**config.mk**
```make
export PLATFORM = sky130hd
export DESIGN_NAME = bounce_counter_gen2
export DESIGN_NICKNAME = d
export VERILOG_FILES = /design/src/rtl/bounce_counter_pkg.sv /design/src/rtl/tick_divider.sv /design/src/rtl/bounce_counter_gen2.sv
export SDC_FILE = /design/constraint.sdc
export NUM_CORES = 1
export LEC_CHECK = 0
export ABC_CLOCK_PERIOD_IN_PS = 2550
export CORE_ASPECT_RATIO = 1.1
export CORE_MARGIN = 1.5
export CORE_UTILIZATION = 45
export DETAILED_ROUTE_END_ITERATION = 12
export PLACE_DENSITY = 0.8
export RECOVER_POWER = 50
export SYNTH_ARGS = -nofsm -noshare
export SYNTH_HDL_FRONTEND = slang
export SYNTH_SLANG_ARGS = --single-unit
```
**constraint.sdc**
```tcl
create_clock -name clk_1 -period 2.55 [get_ports clk_1]
set_input_delay 0.3825 -clock clk_1 [delete_from_list [all_inputs] [get_ports clk_1]]
set_output_delay 0.3825 -clock clk_1 [all_outputs]
set_load 0.05 [all_outputs]
```
**src/rtl/bounce_counter_pkg.sv**
```systemverilog
// Shared definitions for the bounce counter: mode encodings, the effective
// direction type, the load clamp helper and the parameter legality checks
// evaluated at elaboration time by the modules that import this package.
package bounce_counter_pkg;

  // Bounce phase encodings carried on the mode output.
  localparam logic MODE_RISE = 1'b0;
  localparam logic MODE_FALL = 1'b1;

  // Effective direction after the switch input has been applied to mode.
  typedef enum logic {
    DIR_UP   = 1'b0,
    DIR_DOWN = 1'b1
  } dir_e;

  // Saturate a value into the closed range [lo, hi].
  function automatic int unsigned clamp(input int unsigned value,
                                        input int unsigned lo,
                                        input int unsigned hi);
    if (value < lo) return lo;
    if (value > hi) return hi;
    return value;
  endfunction

  // Legal parameter set: bounds ordered and representable, step fits between
  // the bounds, and the slow divider has at least two phases.
  function automatic bit params_ok(input int unsigned width,
                                   input int unsigned min_v,
                                   input int unsigned max_v,
                                   input int unsigned step,
                                   input int unsigned div);
    bit ok;
    ok = 1'b1;
    if (width < 1 || width > 31) begin
      ok = 1'b0;
    end else if (max_v > ((32'd1 << width) - 32'd1)) begin
      ok = 1'b0;
    end
    if (min_v >= max_v) begin
      ok = 1'b0;
    end else if (step < 1 || step > (max_v - min_v)) begin
      ok = 1'b0;
    end
    if (div < 2) ok = 1'b0;
    return ok;
  endfunction

  // The observation square wave splits the period in two equal halves,
  // which needs an even divider.
  function automatic bit div_even_ok(input int unsigned div);
    return (div % 2) == 0;
  endfunction

endpackage

```
**src/rtl/tick_divider.sv**
```systemverilog
// Free-running slow-tick divider. Counts 0..DIV-1 on every clk_1 edge and
// raises tick for the single cycle in which the count sits at DIV-1.
// Optional macro SLOW_CLK_OUT_EN adds clk_2, a registered ~50% duty square
// wave meant only for observation (it is never used as a clock).
module tick_divider
  import bounce_counter_pkg::*;
#(
  parameter int unsigned DIV = 100
) (
  input  logic clk_1,
  input  logic rst,
  output logic tick
`ifdef SLOW_CLK_OUT_EN
  ,
  output logic clk_2
`endif
);

  localparam int unsigned   CW   = $clog2(DIV);
  localparam logic [CW-1:0] LAST = CW'(DIV - 1);

  logic [CW-1:0] r_count;
  logic [CW-1:0] w_count_next;
  logic          r_tick;

  // Next divider count, wrapping after the last phase.
  always_comb begin
    w_count_next = (r_count == LAST) ? '0 : (r_count + 1'b1);
  end

  // Divider state; tick is registered so it is high exactly while the
  // count register holds DIV-1.
  always_ff @(posedge clk_1) begin
    if (!rst) begin
      r_count <= '0;
      r_tick  <= 1'b0;
    end else begin
      r_count <= w_count_next;
      r_tick  <= (w_count_next == LAST);
    end
  end

  assign tick = r_tick;

`ifdef SLOW_CLK_OUT_EN
  localparam logic [CW-1:0] HALF = CW'(DIV / 2 - 1);

  generate
    if (!div_even_ok(DIV)) begin : g_bad_div
      $error("tick_divider: DIV must be even when clk_2 is generated");
    end
  endgenerate

  logic r_clk_2;

  // Toggle at the end of each half period so clk_2 has ~50% duty.
  always_ff @(posedge clk_1) begin
    if (!rst) begin
      r_clk_2 <= 1'b0;
    end else if (r_count == HALF || r_count == LAST) begin
      r_clk_2 <= ~r_clk_2;
    end
  end

  assign clk_2 = r_clk_2;
`endif

endmodule

```
**src/rtl/bounce_counter_gen2.sv**
```systemverilog
// Up/down bounce counter running entirely on clk_1. The counter walks
// between MIN and MAX in STEP increments, saturating at the bounds, and
// spends one step standing still at each bound while the phase reverses.
// Steps happen every cycle (x=1) or on the slow divider tick (x=0).
// Optional macro SLOW_CLK_OUT_EN exposes the divider's clk_2 square wave.
module bounce_counter_gen2
  import bounce_counter_pkg::*;
#(
  parameter int unsigned WIDTH = 4,
  parameter int unsigned MIN   = 0,
  parameter int unsigned MAX   = 15,
  parameter int unsigned STEP  = 1,
  parameter int unsigned DIV   = 100
) (
  input  logic             clk_1,
  input  logic             rst,
  input  logic             en,
  input  logic             x,
  input  logic             switch,
  input  logic             load,
  input  logic [WIDTH-1:0] load_val,
  output logic [WIDTH-1:0] counter,
  output logic             mode,
  output logic             tick,
  output logic             bound
`ifdef SLOW_CLK_OUT_EN
  ,
  output logic             clk_2
`endif
);

  // Bounds and step in the one-bit-wider arithmetic domain, so an upward
  // step past MAX is seen as an overshoot rather than a wrap.
  localparam logic [WIDTH:0]   MIN_X  = (WIDTH + 1)'(MIN);
  localparam logic [WIDTH:0]   MAX_X  = (WIDTH + 1)'(MAX);
  localparam logic [WIDTH:0]   STEP_X = (WIDTH + 1)'(STEP);
  localparam logic [WIDTH-1:0] MIN_N  = WIDTH'(MIN);
  localparam logic [WIDTH-1:0] MAX_N  = WIDTH'(MAX);
  localparam logic [WIDTH-1:0] STEP_N = WIDTH'(STEP);

  generate
    if (!params_ok(WIDTH, MIN, MAX, STEP, DIV)) begin : g_bad_params
      $error("bounce_counter_gen2: illegal WIDTH/MIN/MAX/STEP/DIV combination");
    end
  endgenerate

  logic [WIDTH-1:0] r_counter;
  logic             r_mode;
  logic             r_bound;

  logic             w_tick;
  logic             w_step;
  dir_e             w_dir;
  logic [WIDTH:0]   w_cnt_x;
  logic [WIDTH:0]   w_up_sum;
  logic             w_at_bound;
  logic [WIDTH-1:0] w_step_val;
  logic [WIDTH-1:0] w_load_val;

  tick_divider #(
    .DIV (DIV)
  ) u_tick_divider (
    .clk_1 (clk_1),
    .rst   (rst),
    .tick  (w_tick)
`ifdef SLOW_CLK_OUT_EN
    ,
    .clk_2 (clk_2)
`endif
  );

  // Step qualification, effective direction, turnaround detection and the
  // saturated next value for a step in that direction.
  always_comb begin
    w_cnt_x    = {1'b0, r_counter};
    w_up_sum   = w_cnt_x + STEP_X;
    w_step     = en & (x | w_tick);
    w_dir      = ((r_mode == MODE_FALL) ^ switch) ? DIR_DOWN : DIR_UP;
    w_at_bound = 1'b0;
    w_step_val = r_counter;
    if (w_dir == DIR_UP) begin
      w_at_bound = (w_cnt_x >= MAX_X);
      w_step_val = (w_up_sum > MAX_X) ? MAX_N : w_up_sum[WIDTH-1:0];
    end else begin
      w_at_bound = (w_cnt_x <= MIN_X);
      w_step_val = (w_cnt_x < (MIN_X + STEP_X)) ? MIN_N : (r_counter - STEP_N);
    end
    w_load_val = WIDTH'(clamp(32'(load_val), MIN, MAX));
  end

  // Counter, phase and turnaround pulse; load wins over a coincident step
  // and a turnaround step leaves the counter where it is.
  always_ff @(posedge clk_1) begin
    if (!rst) begin
      r_counter <= MIN_N;
      r_mode    <= MODE_RISE;
      r_bound   <= 1'b0;
    end else begin
      r_bound <= 1'b0;
      if (load) begin
        r_counter <= w_load_val;
      end else if (w_step) begin
        if (w_at_bound) begin
          r_mode  <= ~r_mode;
          r_bound <= 1'b1;
        end else begin
          r_counter <= w_step_val;
        end
      end
    end
  end

  assign counter = r_counter;
  assign mode    = r_mode;
  assign bound   = r_bound;
  assign tick    = w_tick;

endmodule

```
Word-level counts from Yosys, hierarchy flattened
Cells that the tools add are included.
Operators by class
  add/sub/neg operators: 3
  $lt $le $gt $ge: 4
  equal/unequal tests: 3
  multiplexer cells: 10
  bitwise gates (word level): 7
  reductions and logical operators: 4
Operators by type and width (count)
  $mux W4: 6
  $eq A7 B7 Y1 const B: 2
  $add A7 B1 Y7 const B: 1
  $mux W7: 1
  $add A4 B1 Y5 const B: 1
  $gt A5 B4 Y1 const B: 1
  $ge A4 B4 Y1 const B: 1
  $le A4 B1 Y1 const B: 1
  $lt A4 B1 Y1 const B: 1
  $not A1 Y1: 4
  $sub A4 B1 Y4 const B: 1
  $mux W1: 3
  $reduce_and A3 Y1: 1
  $reduce_or A3 Y1: 1
  $ne A2 B2 Y1 const B: 1
  $reduce_and A2 Y1: 1
  $reduce_bool A2 Y1: 1
  $and A1 B1 Y1: 1
  $or A1 B1 Y1: 1
  $xor A1 B1 Y1: 1
Word-level totals
  flip-flop bits (word level): 14
  input port bits: 10
  output and inout port bits: 7

Logic depth before layout (Yosys ltp)
Gate-level depths: netlist of the first run.
  depth after elaboration: 7
  mapped depth: 7
  mapped depth without buffers: 7

Cells and area by module
Synthesis of the first run repeated with hierarchy kept, for this count alone.
Second synthesis, totals
  cells, all modules: 94
  area total of the unflattened synthesis: 839.6 sq um
By module, submodules not included
  bounce_counter_gen2: instances 1, cells each 54, area each 454.2 sq um
  tick_divider: instances 1, cells each 40, area each 385.4 sq um

Least setup slack after synthesis of the first run
OpenSTA, ideal clock, no wires.
  path kind: register to register
  from: reg r_counter[0], in the netlist counter[0]
  to: reg r_counter[2], in the netlist counter[2]
  arrival time: 1.877 ns
  data required time: 2.490 ns
  slack: 0.613 ns
  cell stages (with the launch flop): 8
  period minus slack after synthesis: 1.937 ns
  cell sequence: dfxtp_1 inv_1 ha_1 or3b_1 mux2i_1 o31a_1 a211oi_1 a31o_1
On the way
  cells in the longest elaborated chain, start to end: 7
  elaborated cells on any way between the ends: 15
Ends and longest elaborated chain
  from (decl): RTL line bounce_counter_gen2.sv:47  | logic [WIDTH-1:0] r_counter;
  from (signal assigned): RTL line bounce_counter_gen2.sv:101  | r_counter <= w_load_val;
  from (signal assigned): RTL line bounce_counter_gen2.sv:107  | r_counter <= w_step_val;
  $add A4 B1 Y5: RTL line bounce_counter_gen2.sv:76  | w_up_sum = w_cnt_x + STEP_X;
  $gt A5 B4 Y1: RTL line bounce_counter_gen2.sv:83  | w_step_val = (w_up_sum > MAX_X) ? MAX_N : w_up_sum[WIDTH-1:0];
  $mux W4: RTL line bounce_counter_gen2.sv:83
  $mux W4: RTL line bounce_counter_gen2.sv:81  | if (w_dir == DIR_UP) begin
  $mux W4: RTL line bounce_counter_gen2.sv:103  | if (w_at_bound) begin
  $mux W4: RTL line bounce_counter_gen2.sv:102  | end else if (w_step) begin
  $mux W4: RTL line bounce_counter_gen2.sv:100  | if (load) begin
Parallel ways exist; a longest one is shown, timed or not. The select of a mux whose other input is x is not followed.
A chain may end at the register's enable or synchronous reset.

Worst setup path in the final report of the first run
  from: reg r_counter[2], in the netlist counter[2]
  to: out counter[2]
RTL lines
  to (decl): RTL line bounce_counter_gen2.sv:22  | output logic [WIDTH-1:0] counter,
No word-level cell between the ends.

==> reports/metrics.yaml, run 1 <==
grt_pass1_wl_um: 3040
final_critical_path_setup_slack_ns: 0.567
postCtsSetupRepairBufs: 0
detailed_place_hpwl_um: 1430
power.switching_fraction: 0.292
asyncSetResetFlopFracSynth: 0
cts.clk_slew.worst_paths_ns: 0.09
cts-buffers-inserted: 3
layout_worst_path_cycle_share: 0.778
hold_path_class: "flop to flop"
most_numerous_cell_in_the_yosys_netlist: "nor2_1"
worst_clock_skew_ns: 0.00835
synth-edff-count: 0
r2r.worst_path.cells: 7
globalRouteMet3Util: 0.0333
max_cap_violations: 0
hold_buffers: 0
min_delay_worst_endpoint: "u_tick_divider.r_count[0]"
via_count: 793
post_synthesis_compound_gate_area_fraction: 0.216
ys_top_cells_by_count: "15 x nor2_1, 14 x dfxtp_1, 7 x inv_1, 7 x nand2_1, 7 x nand3_1"
area_growth_from_synthesis_to_final_layout_pct: 24.0
tritoncts_clock_tree: "built"
cp_max_fanout: 8
synth-warning-count: 0
num_io_pins: 17
criticalPathCategory: "flop to output pin"
power_per_cell_area_nw_per_um2: 501
drtPass1Iterations: 4
cp.arrival_ns: 1.60
h-tree-depth: 1
overflow: 0
placeableCoreArea_um2: 1760
cp_cell_sequence: "clkdlybuf4s50_1"
crit_family: "buffers and inverters"
cts.root.buffer_cell: "clkbuf_4"
cts_resized: 0
synth_area_leaders: "dfxtp_1 34%, ha_1 7.5%, nor2_1 6.8%, nand3_1 4.2%, xor2_1 4.2%"
floorplan.initialDensity: 0.473
logic_pwr_share: 0.225
regToRegSetupSlack_ns: 0.72
whs_ns: 0.516
synthesis.area_per_instance_um2: 8.01
grt_max_degree: 11
tns_ns: 0
insertion_delay_ns: 0.28
ys.flop_type: "dfxtp_1"
placement.io_buffers: 16
vias_in_the_first_global_route: 738
drc: 0
diodes_inserted: 0
leakage_dissipation_uw: 0.000407
dpl.cell_count: 133
post_synth_instance_area_um2: 833
routability_congestion_estimate_from_global_placement: 0.867
worst_slew_pin_slew_ns: 0.517
stdcell_count: 137
seq_area_frac_synth: 0.336
post_synth_and_or_nand_nor_area_fraction: 0.224
slowest_delay_ns: 0.85
die_w_um: 44.0
xor_and_xnor_area_share_after_synthesis: 0.0826
power.switching_uw: 152
timing.max_slew.rel_slack: 0.654
initialDrtViolationCount: 18
dp_slack_ns: 0.445
required_ns: 2.17
synth_nets: 119
critical_path.endpoint_type: "output pin"
report.final.setup_viol: 0
buffers_and_inverters_on_the_worst_path: 1
synth_top_family_by_area: "simple AND/OR/NAND/NOR gates"
synth_top_area_cell: "dfxtp_1"
ys_types: 31
grt.total_usage: 0.195
layout-drive-gt1-share: 0.0588
synth_largest_type_area_fraction: 0.336
via_per_inst: 5.79
report.final.slew_viol_count: 0
met2_usage: 0.341
vdd_drop_max_uv: 386
synth_mux_area_frac: 0.0120
postRouteAntennaNets: 0
critical_path.slowest_cell: "clkdlybuf4s50_1"
regToRegEndpoint: "counter[3]"
synth-adder-area-share: 0.0751
nets: 135
die_h_um: 48.1
final_hold_fails: 0
wl_per_cell_um: 13.4
cts_max_path_buffers: 2
totalWireLength_um: 1840
syn-instance-count: 104
outcome: "finished, final reports clean"
core.rowCount: 16
clock_tree_sinks: 14
floorplan.die_area_um2: 2120
final_util: 0.587
fmax_mhz: 504
regToRegStartpoint: "counter[0]"
synth-seq-cells: 14
critical_path.startpoint_type: "flop"
use_met1: 0.234
share_of_total_power_in_the_clock_network: 0.303
startpoint: "counter[2]"
grt_antenna_before_repair: 0
int_power_uw: 367
busiest_layer: "met2"
worst_hold_start: "u_tick_divider.r_count[0]"
seq_power_share: 0.473
rsz0062_at_grt: "false"
whs_path_depth: 1
period_minus_slack_ns: 1.98
[layout make-up]
class | instances | area [um^2]
clock buffers | 4 | 36.3
fillers | 171 | 728
inverters | 7 | 26.3
multi-input cells | 78 | 508
flip-flops and latches | 14 | 280
well taps | 18 | 22.5
repair buffers | 16 | 160
[sequential cells by signal, indices dropped and copies added, names as in the netlist]
name and flops:
bound 1, u_tick_divider.r_count 7, u_tick_divider.tick 1, counter 4
mode 1
[cells in the final DEF, fill, tap and decap left out, types with 4 or more instances in the layout]
master           netlist  final
xor2_1                 4      4
clkdlybuf4s50_1        0     14
nand2_1                7      7
nand3_1                7      7
ha_1                   5      5
nor2_1                15     15
inv_1                  7      7
a21oi_1                4      4
dfxtp_1               14     14
o21ai_0                6      6
[per-stage QoR]
stage          power, uW  cell area (um^2)
6_report             518              1030
3_5_place_dp         367               997
4_1_cts              524              1030
2_1_floorplan        325               833
5_1_grt              547              1030
3_3_place_gp         365               997
[power by group through the flow]
stage / Clock, uW / Sequential [uW] / Combinational (uW)
2_1_floorplan: 0 / 264 / 60.6
4_1_cts: 162 / 245 / 117
3_5_place_dp: 0 / 250 / 117
5_1_grt: 171 / 248 / 128
6_report: 157 / 245 / 116
3_3_place_gp: 0 / 249 / 115
[cell families (layout without fill, tap and decap cells)]
family                   after synthesis  in the layout
AND/OR/NAND/NOR                       39             39
AO/OA/AOI/OAI                         26             26
flip-flops                            14             14
buffers and inverters                 12             27
XOR/XNOR                               7              7
adder cells (fa/ha/maj)                5              5
multiplexers                           1              1
[per-layer routing]
layer / wire length, um / share of wire
met5: 0 / 0
met4: 25 / 0.014
met3: 109 / 0.059
met2: 934 / 0.51
met1: 770 / 0.42
[worst max-delay path by stage]
stage | to | slack, ns | cells after the start
final | counter[2] | 0.57 | 1
after global routing | mode | 0.50 | 1
after CTS | counter[2] | 0.57 | 1
after detailed placement | counter[3] | 0.44 | 6
after global placement | counter[3] | 0.52 | 6
after floorplan | counter[2] | 0.61 | 7
No activity file was read; power rests on OpenSTA's default activity.
==> run 2, diff against run 1 <==
--- a/config.mk
+++ b/config.mk
@@ -5,12 +5,12 @@
 export SDC_FILE = /design/constraint.sdc
 export NUM_CORES = 1
 export LEC_CHECK = 0
-export ABC_CLOCK_PERIOD_IN_PS = 2550
+export ABC_CLOCK_PERIOD_IN_PS = 1670
 export CORE_ASPECT_RATIO = 1.1
 export CORE_MARGIN = 1.5
-export CORE_UTILIZATION = 45
+export CORE_UTILIZATION = 44
 export DETAILED_ROUTE_END_ITERATION = 12
-export PLACE_DENSITY = 0.8
+export PLACE_DENSITY = 0.82
 export RECOVER_POWER = 50
 export SYNTH_ARGS = -nofsm -noshare
 export SYNTH_HDL_FRONTEND = slang
==> constraint.sdc (replaced) <==
create_clock -name clk_1 -period 1.67 [get_ports clk_1]
set_input_delay 0.2505 -clock clk_1 [delete_from_list [all_inputs] [get_ports clk_1]]
set_output_delay 0.2505 -clock clk_1 [all_outputs]
set_load 0.05 [all_outputs]
==> reports/metrics.yaml, run 2 (synthesized netlist as in run 1, its figures left out) <==
diodes_inserted: 0  # unchanged
wl_per_cell_um: 15.3  # +14%
h-tree-depth: 1  # unchanged
registers.top_by_ff_count: "u_tick_divider.r_count"
largest_reg_flops: 7  # unchanged
min_delay_worst_endpoint: "counter[0]"
worst_hold_start: "counter[0]"
criticalPathCategory: "flop to flop"
cp_max_fanout: 4  # -4
critical_path.endpoint_type: "flop"
cts.root.buffer_cell: "clkbuf_4"
insertion_delay_ns: 0.29  # about the same
sequential_cell_area_in_the_final_layout_um2: 290  # +3.6%
fmax_mhz: 596
clock_tree_sinks: 14  # unchanged
final_hold_fails: 0  # unchanged
area_growth_from_synthesis_to_final_layout_pct: 40.4
tritoncts_clock_tree: "built"
layout-drive-gt1-share: 0.289  # +0.230
overflow: 0  # unchanged
drc: 2  # +2
power.total_uw: 872  # +68%
area_of_the_multi_input_gates_um2: 587  # +16%
nets: 144  # +6.7%
tns_ns: -0.0120  # -0.0120 ns
hold_path_class: "flop to flop"
placement.io_buffers: 16  # unchanged
max_cap_violations: 0  # unchanged
cts-buffers-inserted: 3  # unchanged
initialDrtViolationCount: 27  # +9
totalWireLength_um: 2240  # +22%
report.final.slew_viol_count: 0  # unchanged
routability_congestion_estimate_from_global_placement: 0.890  # +2.6%
timing.max_slew.rel_slack: 0.588  # -0.0660
grt.total_usage: 0.222  # +0.0270
worst_slew_pin_slew_ns: 0.621  # +0.103 ns
period_minus_slack_ns: 1.68
whs_ns: 0.527  # +0.0115 ns
worst_clock_skew_ns: 0.00867  # +0.000322 ns
regToRegStartpoint: "counter[0]"
mostFrequentLayoutCell: "buf_4"
outcome: "finished, violations left"
vdd_drop_max_uv: 517  # +34%
via_count: 867  # +9.3%
via_per_inst: 5.94  # +2.6%
grt_pass1_wl_um: 3580  # +18%
floorplan.initialDensity: 0.468  # -0.00531
layout_worst_path_cycle_share: 1.00
num_io_pins: 17  # unchanged
violated_checks: "DRC, setup timing"
critical_path.startpoint_type: "flop"
postRouteAntennaNets: 0  # unchanged
drtPass1Iterations: 10  # +6
die_w_um: 44.5  # +1.1%
placeableCoreArea_um2: 1780  # +1.1%
cp.arrival_ns: 1.86  # +0.26 ns
regToRegEndpoint: "counter[1]"
cts.clk_slew.worst_paths_ns: 0.10  # about the same
final_critical_path_setup_slack_ns: -0.00712  # -0.574 ns
final_util: 0.657  # +0.0700
leakage_dissipation_uw: 0.000470  # +15%
power_per_cell_area_nw_per_um2: 745  # +49%
grt_max_degree: 10  # -1
required_ns: 1.85  # -0.32 ns
die_h_um: 48.6  # +1.1%
detailed_place_hpwl_um: 1520  # +6.3%
whs_path_depth: 2  # +1
highest_count_cells_in_the_layout_ignoring_fill_and_taps: "14 x buf_4, 13 x nor2_1, 10 x dfxtp_1"
grt_antenna_before_repair: 0  # unchanged
report.final.setup_viol: 2  # +2
r2r.worst_path.cells: 7  # unchanged
core.rowCount: 16  # unchanged
cts_max_path_buffers: 2  # unchanged
rsz0062_at_grt: "true"
floorplan.die_area_um2: 2160  # +2.1%
nFillCells: 153  # -11%
regToRegSetupSlack_ns: -0.007  # -0.73 ns
vias_in_the_first_global_route: 817  # +11%
-- run 2: cell types whose count changed in the layout (fill, tap and decap cells not counted), sizes merged --
cell / before / now
clkbuf: 4 / 6
dlygate4sd3: 2 / 1
clkdlybuf4s50: 14 / 8
buf: 0 / 14
-- run 2: worst max-delay path, cell delays in order, from the launching register on --
cell      delay, ns
dfxtp_4        0.37
inv_4          0.07
ha_4           0.11
or3b_4         0.39
mux2i_4        0.20
nand2b_4       0.19
o21ai_2        0.05
a31o_1         0.18
-- run 2: how the worst max path moves through the flow --
stage	startpoint	to	slack [ns]
6_report	counter[0]	counter[1]	-0.007
5_1_grt	counter[0]	counter[2]	-0.07
4_1_cts	counter[0]	counter[1]	0.008
3_5_place_dp	switch	counter[3]	-0.31
3_3_place_gp	switch	counter[3]	-0.21
2_1_floorplan	counter[0]	counter[1]	0.007
-- run 2: report_power, final --
group	switching [uW]	internal, uW
logic	130	113
clock network	124	133
registers	22.6	349
total	277	595
-- run 2: cell type report --
type | count | share of cell area
well taps | 18 | 0.0193
multi-input cells | 78 | 0.502
clock buffers | 4 | 0.0310
repair buffers | 25 | 0.173
inverters | 7 | 0.0267
flip-flops and latches | 14 | 0.248
-- run 2: metal layers --
layer	GRT usage	vias up	share of wire
met5	0	-	0
met4	0.131	0	0.038
met3	0.0261	8	0.044
met2	0.377	27	0.49
met1	0.253	405	0.43
li1	-	427	-
-- run 2: per-stage QoR --
| step | std cells | area, um^2 | setup WS, ns |
|---|---|---|---|
| 2_1_floorplan | 104 | 867 | 0.00709 |
| 3_3_place_gp | 140 | 1070 | -0.209 |
| 3_5_place_dp | 140 | 1070 | -0.312 |
| 4_1_cts | 144 | 1130 | 0.00822 |
| 5_1_grt | 146 | 1170 | -0.0685 |
| 6_report | 146 | 1170 | -0.00712 |
-- run 2: repair_timing --
item | 4_1_cts | 5_1_grt
gates resized for setup | 4 | 8
setup endpoints to repair | 4 | 6
pin swaps | 0 | 6
buffers inserted | 0 | 2
hold buffers | 0 | 0
